===== config.mk =====
export PLATFORM = sky130hd
export DESIGN_NAME = pipe_lane_pwr_ctrl_flat
export DESIGN_NICKNAME = d
export VERILOG_FILES = /design/src/rtl/pipe_pkg.sv /design/src/rtl/pipe_lane_pwr_ctrl_if.sv /design/src/rtl/pipe_phystatus_collect.sv /design/src/rtl/pipe_lane_pwr_ctrl.sv /design/src/flat_wrapper.sv
export SDC_FILE = /design/constraint.sdc
export NUM_CORES = 1
export LEC_CHECK = 0
export CAP_MARGIN = 25
export CORE_MARGIN = 1
export CORE_UTILIZATION = 35
export DETAILED_ROUTE_END_ITERATION = 10
export PLACE_DENSITY = 0.62
export SETUP_SLACK_MARGIN = 0.2
export SYNTH_ARGS = -nofsm -noshare
export SYNTH_HDL_FRONTEND = slang
export SYNTH_HIERARCHICAL = 1
export SYNTH_SLANG_ARGS = --single-unit

===== constraint.sdc =====
create_clock -name pclk -period 2.5 [get_ports pclk]
set_input_delay 0.75 -clock pclk [delete_from_list [all_inputs] [get_ports pclk]]
set_output_delay 0.75 -clock pclk [all_outputs]
set_load 0.01 [all_outputs]

===== src/rtl/pipe_pkg.sv =====
// rtl/pipe_pkg.sv - shared PIPE encodings and controller state type
package pipe_pkg;

   localparam logic [3:0] PD_P0  = 4'd0;
   localparam logic [3:0] PD_P0S = 4'd1;
   localparam logic [3:0] PD_P1  = 4'd2;
   localparam logic [3:0] PD_P2  = 4'd3;

   localparam logic [2:0] RXSTAT_RX_PRESENT = 3'b011;

   typedef enum logic [2:0] {
      ST_IDLE,
      ST_DET_P1,
      ST_DET_RUN,
      ST_DONE,
      ST_PM_WAIT,
      ST_PM_ACK
   } lane_state_t;

   function automatic logic pd_legal(input logic [3:0] pd);
      return pd <= PD_P2;
   endfunction

endpackage


===== src/rtl/pipe_lane_pwr_ctrl_if.sv =====
// rtl/pipe_lane_pwr_ctrl_if.sv - MAC/PHY PIPE lane control and status bundle
interface pipe_lane_pwr_ctrl_if #(
   parameter int NUM_LANES = 4
);
   logic [NUM_LANES-1:0]   TxDetectRx_Loopback;
   logic [3:0]             PowerDown;
   logic [NUM_LANES-1:0]   TxElecIdle;
   logic [NUM_LANES-1:0]   PhyStatus;
   logic [3*NUM_LANES-1:0] RxStatus;

   modport master (
      output TxDetectRx_Loopback, PowerDown, TxElecIdle,
      input  PhyStatus, RxStatus
   );

   modport slave (
      input  TxDetectRx_Loopback, PowerDown, TxElecIdle,
      output PhyStatus, RxStatus
   );
endinterface


===== src/rtl/pipe_phystatus_collect.sv =====
// rtl/pipe_phystatus_collect.sv - sticky per-lane PhyStatus flags and wait timeout counter
module pipe_phystatus_collect #(
   parameter int NUM_LANES      = 4,
   parameter int TIMEOUT_CYCLES = 1024
) (
   input  logic                 pclk,
   input  logic                 reset_n,
   input  logic                 clear,
   input  logic [NUM_LANES-1:0] phy_status,
   output logic [NUM_LANES-1:0] first_strobe,
   output logic                 all_done,
   output logic                 near_expiry,
   output logic                 expired
);
   localparam int CW = (TIMEOUT_CYCLES > 2) ? $clog2(TIMEOUT_CYCLES) : 1;
   localparam logic [CW-1:0] LAST = CW'(TIMEOUT_CYCLES - 1);
   localparam logic [CW-1:0] WARN = CW'(TIMEOUT_CYCLES - 2);

   logic [NUM_LANES-1:0] flags;
   logic [CW-1:0]        count;

   always_ff @(posedge pclk or negedge reset_n) begin
      if (!reset_n) begin
         flags <= '0;
         count <= '0;
      end else if (clear) begin
         flags <= '0;
         count <= '0;
      end else begin
         flags <= flags | phy_status;
         if (count != LAST)
            count <= count + 1'b1;
      end
   end

   // Current-cycle strobes count toward completion so the FSM reacts one edge earlier.
   assign first_strobe = phy_status & ~flags;
   assign all_done     = &(flags | phy_status);
   assign near_expiry  = (count == WARN);
   assign expired      = (count == LAST);

endmodule


===== src/rtl/pipe_lane_pwr_ctrl.sv =====
// rtl/pipe_lane_pwr_ctrl.sv - multi-lane PIPE receiver-detect, power-state and electrical-idle sequencer
module pipe_lane_pwr_ctrl
   import pipe_pkg::*;
#(
   parameter int NUM_LANES      = 4,
   parameter int TIMEOUT_CYCLES = 1024
) (
   input  logic                 pclk,
   input  logic                 reset_n,
   input  logic [NUM_LANES-1:0] elec_idle_req,
   input  logic                 detect_req,
   input  logic                 pd_req,
   input  logic [3:0]           pd_target,
   pipe_lane_pwr_ctrl_if.master phy,
   output logic                 detect_done,
   output logic [NUM_LANES-1:0] detect_result,
   output logic                 pd_ack,
   output logic                 timeout_err,
   output logic                 busy
);
   lane_state_t          state;
   logic                 collect_clear;
   logic [NUM_LANES-1:0] first_strobe;
   logic [NUM_LANES-1:0] rx_present;
   logic                 all_done;
   logic                 near_expiry;
   logic                 expired;

   always_comb begin
      rx_present = '0;
      for (int i = 0; i < NUM_LANES; i++)
         rx_present[i] = (phy.RxStatus[3*i +: 3] == RXSTAT_RX_PRESENT);
   end

   // Flags and counter restart on every entry to a wait state; DET_P1 -> DET_RUN is the only wait-to-wait hop.
   assign collect_clear = !(state inside {ST_DET_P1, ST_DET_RUN, ST_PM_WAIT}) ||
                          (state == ST_DET_P1 && all_done);

   pipe_phystatus_collect #(
      .NUM_LANES      (NUM_LANES),
      .TIMEOUT_CYCLES (TIMEOUT_CYCLES)
   ) u_collect (
      .pclk         (pclk),
      .reset_n      (reset_n),
      .clear        (collect_clear),
      .phy_status   (phy.PhyStatus),
      .first_strobe (first_strobe),
      .all_done     (all_done),
      .near_expiry  (near_expiry),
      .expired      (expired)
   );

   always_ff @(posedge pclk or negedge reset_n) begin
      if (!reset_n) begin
         state                   <= ST_IDLE;
         phy.PowerDown           <= PD_P1;
         phy.TxElecIdle          <= '1;
         phy.TxDetectRx_Loopback <= '0;
         detect_done             <= 1'b0;
         detect_result           <= '0;
         pd_ack                  <= 1'b0;
         timeout_err             <= 1'b0;
         busy                    <= 1'b0;
      end else begin
         detect_done    <= 1'b0;
         pd_ack         <= 1'b0;
         timeout_err    <= 1'b0;
         phy.TxElecIdle <= elec_idle_req;
         case (state)
            ST_IDLE: begin
               if (detect_req) begin
                  detect_result  <= '0;
                  phy.PowerDown  <= PD_P1;
                  phy.TxElecIdle <= '1;
                  busy           <= 1'b1;
                  if (phy.PowerDown == PD_P1) begin
                     state                   <= ST_DET_RUN;
                     phy.TxDetectRx_Loopback <= '1;
                  end else begin
                     state <= ST_DET_P1;
                  end
               end else if (pd_req) begin
                  if (!pd_legal(pd_target)) begin
                     timeout_err <= 1'b1;
                  end else if (pd_target == phy.PowerDown) begin
                     pd_ack <= 1'b1;
                     busy   <= 1'b1;
                     state  <= ST_PM_ACK;
                  end else begin
                     phy.PowerDown <= pd_target;
                     busy          <= 1'b1;
                     state         <= ST_PM_WAIT;
                  end
               end
            end
            ST_DET_P1: begin
               if (all_done) begin
                  phy.TxElecIdle          <= '1;
                  phy.TxDetectRx_Loopback <= '1;
                  state                   <= ST_DET_RUN;
               end else if (expired) begin
                  busy  <= 1'b0;
                  state <= ST_IDLE;
               end else begin
                  phy.TxElecIdle <= '1;
                  timeout_err    <= near_expiry;
               end
            end
            ST_DET_RUN: begin
               phy.TxElecIdle <= '1;
               detect_result  <= detect_result | (first_strobe & rx_present);
               if (all_done || expired) begin
                  phy.TxDetectRx_Loopback <= '0;
                  detect_done             <= 1'b1;
                  state                   <= ST_DONE;
               end else begin
                  timeout_err <= near_expiry;
               end
            end
            ST_PM_WAIT: begin
               if (all_done) begin
                  pd_ack <= 1'b1;
                  state  <= ST_PM_ACK;
               end else if (expired) begin
                  busy  <= 1'b0;
                  state <= ST_IDLE;
               end else begin
                  timeout_err <= near_expiry;
               end
            end
            ST_DONE, ST_PM_ACK: begin
               busy  <= 1'b0;
               state <= ST_IDLE;
            end
            default: begin
               busy  <= 1'b0;
               state <= ST_IDLE;
            end
         endcase
      end
   end

endmodule


===== src/flat_wrapper.sv =====
// flat-port wrapper written by rule: the top's interface ports become plain ports
module pipe_lane_pwr_ctrl_flat import pipe_pkg::*;
#(
   parameter int NUM_LANES      = 4,
   parameter int TIMEOUT_CYCLES = 1024
)
  (pclk, reset_n, elec_idle_req, detect_req, pd_req, pd_target, detect_done, detect_result, pd_ack, timeout_err, busy, phy_TxDetectRx_Loopback, phy_PowerDown, phy_TxElecIdle, phy_PhyStatus, phy_RxStatus);
  pipe_lane_pwr_ctrl_if #(.NUM_LANES(NUM_LANES)) phy_i ();
  input  logic pclk;
  input  logic reset_n;
  input  logic [NUM_LANES-1:0] elec_idle_req;
  input  logic detect_req;
  input  logic pd_req;
  input  logic [3:0] pd_target;
  output logic detect_done;
  output logic [NUM_LANES-1:0] detect_result;
  output logic pd_ack;
  output logic timeout_err;
  output logic busy;
  output wire logic [$bits(phy_i.TxDetectRx_Loopback)-1:0] phy_TxDetectRx_Loopback;
  output wire logic [$bits(phy_i.PowerDown)-1:0] phy_PowerDown;
  output wire logic [$bits(phy_i.TxElecIdle)-1:0] phy_TxElecIdle;
  input wire logic [$bits(phy_i.PhyStatus)-1:0] phy_PhyStatus;
  input wire logic [$bits(phy_i.RxStatus)-1:0] phy_RxStatus;
  assign phy_TxDetectRx_Loopback = phy_i.TxDetectRx_Loopback;
  assign phy_PowerDown = phy_i.PowerDown;
  assign phy_TxElecIdle = phy_i.TxElecIdle;
  assign phy_i.PhyStatus = phy_PhyStatus;
  assign phy_i.RxStatus = phy_RxStatus;
  pipe_lane_pwr_ctrl #(.NUM_LANES(NUM_LANES), .TIMEOUT_CYCLES(TIMEOUT_CYCLES)) u_core (.pclk(pclk), .reset_n(reset_n), .elec_idle_req(elec_idle_req), .detect_req(detect_req), .pd_req(pd_req), .pd_target(pd_target), .phy(phy_i), .detect_done(detect_done), .detect_result(detect_result), .pd_ack(pd_ack), .timeout_err(timeout_err), .busy(busy));
endmodule

==> results.py, run 1 <==
metrics = {
    "global_routing": {
        "grt_util_all_layers": 0.158,
        "grt_max_degree": 35,
        "grt_pass1_vias": 1646,
        "antenna_found_initial": 0,
        "grt_pass1_wl_um": 7440,
        "globalRouteOverflowTotal": 0,
    },
    "layout": {
        "area_growth_pct": 32.8,
        "mostFrequentLayoutCell": "clkdlybuf4s50_1",
        "layout_common_cells": "clkdlybuf4s50_1 (45), dfrtp_1 (29), nor2_1 (26)",
        "nets": 278,
        "diodes": 0,
        "fill_cells": 508,
        "final_cells": 319,
        "drive_above_1_share": 0.145,
    },
    "synthesis": {
        "yosysWarnings": 6,
        "ys.flop_type": "dfrtp_1",
        "synth.distinct_cells": 56,
        "synth.avg_cell_area_um2": 9.78,
        "ys_seq_area_frac": 0.440,
        "synth_cells": 199,
        "synth_seq_cells": 34,
        "syn_area_um2": 1950,
        "synth_fp_nets": 229,
        "synth_edf_count": 0,
        "postSynth.asyncResetShare": 1.00,
    },
    "critical_path": {
        "slowest_delay_ps": 460,
        "cp-start-kind": "input port",
        "arrival_ps": 2360,
        "path_delay_family": "simple AND/OR/NAND/NOR gates",
        "endpoint_kind": "flip-flop",
        "crit_type": "input port to flip-flop",
        "crit_top_cell": "nor2_1",
        "path_cells": "clkdlybuf4s50_1 -> nor2_1 -> nor4_2 -> nand2b_1 -> a21oi_1 -> a21oi_2 -> nor2_1 -> mux2_1",
        "cp_max_fo": 6,
        "crit_required_ps": 2670,
        "crit_path_top_delay_cell": "clkdlybuf4s50_1",
        "critPathBufInv": 1,
    },
    "sta": {
        "final-setup-viol-count": 0,
        "final-max-slew-violation-count": 0,
        "slew_headroom": 0.618,
        "setup_tns_ps": 0,
        "timing.final.ws_setup_ps": 306,
        "fin_crit_ps": 2190,
        "tightest_slew_ps": 569,
        "skew_ps": 7.79,
        "grt_setup_unrepaired": "no",
        "clock.fmax_ghz": 0.456,
        "hold_violations": 0,
        "fin_crit_sh": 0.878,
    },
    "clocking": {
        "clk_path_buf_depth": 2,
        "path_clk_slew_ps": 70,
        "cts.sinks": 34,
        "cts_buffers": 5,
        "cts_tree": "yes",
        "cts_root_buffer": "clkbuf_8",
        "htree_num_levels": 2,
        "hold_buffers": 0,
        "clkLatencyLatePin_ps": 290,
    },
    "die": {
        "core_area_um2": 5240,
        "die_width_um": 76.6,
        "initial_utilization": 0.372,
        "fp.dieH_um": 76.6,
        "rows": 26,
        "die_area_um2": 5860,
        "io-pin-count": 48,
    },
    "drt": {
        "drt_wl_total_um": 4250,
        "vias": 1639,
        "via_per_inst": 5.14,
        "ant_nets": 0,
        "drc": 0,
        "firstDrtPassIters": 4,
        "dr.first_iter.drc_count": 47,
        "wl_per_cell_um": 13.3,
    },
    "placement": {
        "dp_cells": 309,
        "place_hpwl_um": 3050,
        "gp_congestion": 0.788,
        "port_buffers": 47,
        "dp_slack_ps": -80.5,
    },
    "min_path": {
        "hp-class": "flip-flop to flip-flop",
    },
    "power_and_ir_drop": {
        "power.density_nw_per_um2": 865,
        "p_leak_nw": 1.10,
        "ir_drop_uv": 433,
        "finalPower_mw": 2.24,
    },
    "status": {
        "outcome": "finished, final reports clean",
    },
    "flow_run": {
        "cap_violations": 0,
    },
}
[state kept, by name, summed over array words and instances (netlist names)]
name,cells
u_core/busy,1
u_core/u_collect/flags,4
u_core/timeout_err,1
u_core/detect_result,4
u_core/phy.PowerDown,4
u_core/u_collect/count,10
u_core/state,3
u_core/pd_ack,1
u_core/phy.TxElecIdle,4
u_core/phy.TxDetectRx_Loopback,1
u_core/detect_done,1
[area by class of cell]
type / instances / area (µm²) / share of cell area
inverters: 5 / 18.8 / 0.00726
repair buffers: 55 / 539 / 0.209
flip-flops and latches: 34 / 857 / 0.332
clock buffers: 8 / 80.1 / 0.0310
multi-input cells: 147 / 1000 / 0.388
well taps: 70 / 87.6 / 0.0339
[Yosys cell counts (all sizes together), types with 2 or more instances]
cell type / instances / area share
ha: 2 / 0.013
dfstp: 5 / 0.067
nand2: 7 / 0.015
or2: 3 / 0.0096
a31oi: 8 / 0.026
nor2b: 10 / 0.032
buf: 12 / 0.045
xor2: 4 / 0.022
inv: 5 / 0.0096
nor2: 28 / 0.054
nand3b: 2 / 0.0077
nand2b: 4 / 0.013
mux2: 3 / 0.017
a211oi: 3 / 0.012
nor3b: 3 / 0.014
a21oi: 12 / 0.031
o21ai: 4 / 0.010
dfrtp: 29 / 0.37
nor3: 7 / 0.018
nand3: 3 / 0.0077
a311oi: 2 / 0.012
nor4: 5 / 0.024
and4b: 4 / 0.021
nand4: 2 / 0.0064
a21o: 4 / 0.015
and3: 8 / 0.027
o21bai: 3 / 0.012
[metrics by stage]
stage          hold WS [ps]  utilization  cell area, µm²
4_1_cts                 503        0.487            2550
6_report                493        0.494            2580
3_5_place_dp            486        0.471            2470
3_3_place_gp            476        0.471            2470
2_1_floorplan           454            -            1960
5_1_grt                 523        0.494            2580
[kinds of logic after synthesis]
| group | after synthesis | share of synthesized area |
|---|---|---|
| multiplexers | 3 | 0.0174 |
| XOR/XNOR | 5 | 0.0264 |
| buffers and inverters | 18 | 0.0566 |
| AND/OR/NAND/NOR | 90 | 0.265 |
| flip-flops | 34 | 0.440 |
| adder cells (fa/ha/maj) | 3 | 0.0180 |
| AO/OA/AOI/OAI | 46 | 0.177 |
[worst min-delay path: cells and delay by family, from the launching register on]
family	cells	cell delay, ps
AO/OA/AOI/OAI	1	40
AND/OR/NAND/NOR	1	70
flip-flops	1	340
[layer usage]
layer / routed length (µm) / global-route usage / vias to the layer above
met3: 220 / 0.0491 / 6
met4: 39 / 0.0404 / 0
met5: 0 / 0 / -
met2: 1940 / 0.256 / 44
li1: - / - / 818
met1: 2050 / 0.204 / 771
[power by group]
group	leakage, nW	switching (mW)	internal [mW]
combinational	0.625	0.473	0.512
clock	0.0395	0.192	0.198
sequential	0.436	0.143	0.718
[path summary, 6_finish.rpt]
kind                                                    endpoint  slack [ps]                             startpoint  depth (start not counted)
max in group asynchronous     u_core/phy.TxElecIdle[3]$_DFF_PN1_        1300                                reset_n                          2
setup / recovery           u_core/u_collect/count[0]$_DFFE_PN0P_         310                       phy_PhyStatus[0]                          8
setup reg to reg                     u_core/state[0]$_DFFE_PN0P_         510  u_core/u_collect/count[7]$_DFFE_PN0P_                          7
hold reg to reg              u_core/detect_result[2]$_DFFE_PN0P_         490    u_core/detect_result[2]$_DFFE_PN0P_                          2
min in group asynchronous  u_core/u_collect/count[8]$_DFFE_PN0P_         870                                reset_n                          2
hold / removal               u_core/detect_result[2]$_DFFE_PN0P_         490    u_core/detect_result[2]$_DFFE_PN0P_                          2
[repair_timing]
item | in CTS | in global routing
gates resized for setup | 0 | 6
setup endpoints to repair | 0 | 9
setup buffers | 0 | 2
No activity file was read; power rests on OpenSTA's default activity.
==> run 2, diff against run 1 <==
PLACE_DENSITY = 0.57   (was 0.62)
RECOVER_POWER = 100   (was default)
==> run 2 against run 1 <==
Against the previous run:
- power is 0.94% lower
- flip-flop and latch count stayed put
- register-to-register slack hardly changed
- global-route usage is 0.26 points lower
- via count is 0.12% higher
==> results.py, run 2 (synthesized netlist as in run 1, its figures left out) <==
metrics = {
    "global_routing": {
        "grt_util_all_layers": 0.156,
        "globalRouteOverflowTotal": 0,
        "grt_pass1_vias": 1543,
        "grt_max_degree": 35,
        "antenna_found_initial": 0,
        "grt_pass1_wl_um": 7240,
    },
    "critical_path": {
        "startpoint": "u_core/phy.PowerDown[1]$_DFFE_PN1P_",
        "crit_required_ps": 1750,
        "path_delay_family": "flip-flops",
        "timing.rr.start": "u_core/u_collect/count[7]$_DFFE_PN0P_",
        "path_cells": "clkdlybuf4s50_1",
        "arrival_ps": 1500,
        "endpoint_kind": "output pin",
        "reg2reg_to": "u_core/state[0]$_DFFE_PN0P_",
        "crit_type": "flip-flop to output pin",
        "r2r.worst_path.cells": 7,
        "critPathBufInv": 1,
        "rrSetupSlack_ps": 520,
        "cp-start-kind": "flip-flop",
        "crit_path_top_delay_cell": "dfstp_1",
        "cp_max_fo": 5,
        "slowest_delay_ps": 640,
    },
    "layout": {
        "mostFrequentLayoutCell": "dfrtp_1",
        "largest_reg_flops": 10,
        "top_register": "u_core/u_collect/count",
        "layout_common_cells": "dfrtp_1 (29), nor2_1 (25), clkdlybuf4s50_1 (23)",
        "nets": 280,
        "area_growth_pct": 32.6,
        "diodes": 0,
        "drive_above_1_share": 0.143,
    },
    "sta": {
        "grt_setup_unrepaired": "no",
        "tightest_slew_ps": 841,
        "skew_ps": 5.90,
        "final-max-slew-violation-count": 0,
        "fin_crit_ps": 2250,
        "whs_ps": 493,
        "slew_headroom": 0.440,
        "clock.fmax_ghz": 0.445,
        "final-setup-viol-count": 0,
        "hold_violations": 0,
        "fin_crit_sh": 0.898,
        "setup_tns_ps": 0,
    },
    "clocking": {
        "clkLatencyLatePin_ps": 290,
        "cts_buffers": 5,
        "cts_root_buffer": "clkbuf_8",
        "htree_num_levels": 2,
        "cts.sinks": 34,
        "path_clk_slew_ps": 70,
        "hold_buffers": 0,
        "clk_path_buf_depth": 2,
        "cts_tree": "yes",
    },
    "drt": {
        "dr.first_iter.drc_count": 35,
        "firstDrtPassIters": 4,
        "wl_per_cell_um": 13.4,
        "via_per_inst": 5.11,
        "vias": 1641,
        "drc": 0,
        "drt_wl_total_um": 4310,
        "ant_nets": 0,
    },
    "power_and_ir_drop": {
        "finalPower_mw": 2.22,
        "ir_drop_uv": 413,
        "p_leak_nw": 1.14,
        "power.density_nw_per_um2": 858,
    },
    "min_path": {
        "holdPathEnd": "u_core/detect_result[2]$_DFFE_PN0P_",
        "hp-class": "flip-flop to flip-flop",
        "holdPathStages": 2,
        "min-delay-start": "u_core/detect_result[2]$_DFFE_PN0P_",
    },
    "die": {
        "io-pin-count": 48,
        "rows": 26,
        "initial_utilization": 0.372,
        "die_area_um2": 5860,
        "fp.dieH_um": 76.6,
        "die_width_um": 76.6,
        "core_area_um2": 5240,
    },
    "placement": {
        "gp_congestion": 0.793,
        "place_hpwl_um": 3050,
        "port_buffers": 47,
    },
    "status": {
        "outcome": "finished, final reports clean",
    },
    "flow_run": {
        "cap_violations": 0,
    },
}
==> run 2: layout make-up <==
cell class / instances / area (µm²)
fill: 503 / 2660
multi-input combinational: 147 / 977
sequential: 34 / 857
timing repair buffer: 57 / 551
tap: 70 / 87.6
clock buffer: 7 / 86.3
inverter: 5 / 18.8
clock inverter: 1 / 5.00
==> run 2: timing repair <==
| action | 4_1_cts | 5_1_grt |
|---|---|---|
| endpoints found under the hold margin | 0 | 0 |
| endpoints found under the setup margin | 0 | 9 |
| buffers inserted | 0 | 1 |
| gates resized for setup | 0 | 10 |
==> run 2: metal layers <==
metal  track usage  vias up  share of wire
li1              -      823              -
met1         0.205      758           0.50
met2         0.237       51           0.42
met3        0.0395        9          0.056
met4        0.0750        0          0.021
met5             0        -              0
==> run 2: report_power, final <==
group,switching (mW),internal [mW],leakage (nW)
Sequential,0.140,0.716,0.435
Combinational,0.463,0.472,0.655
Clock,0.202,0.222,0.0482
Total,0.806,1.41,1.14
==> run 2: how the worst max path moves through the flow <==
stage / slack (ps) / depth (start not counted) / endpoint
6_report: 250 / 1 / phy_PowerDown[1]
5_1_grt: 140 / 8 / u_core/state[0]$_DFFE_PN0P_
4_1_cts: 220 / 8 / u_core/state[0]$_DFFE_PN0P_
3_5_place_dp: -60 / 9 / u_core/u_collect/count[4]$_DFFE_PN0P_
3_3_place_gp: -70 / 8 / u_core/state[0]$_DFFE_PN0P_
2_1_floorplan: 300 / 7 / u_core/u_collect/count[0]$_DFFE_PN0P_
==> run 2: worst register-to-register path: cells and delay by family, from the launching register on <==
family / cells / cell delay, ps
AND/OR/NAND/NOR: 3 / 760
flip-flops: 1 / 460
AO/OA/AOI/OAI: 3 / 400
multiplexers: 1 / 280
==> run 2: metrics by stage <==
step,cell area (µm²),util,instances,setup slack (ps)
global route,2580,0.493,321,144
finish,2580,0.493,321,255
global placement,2490,0.476,312,-72.8
CTS,2580,0.493,320,222
floorplan,1960,-,199,296
detailed placement,2490,0.476,312,-59.8
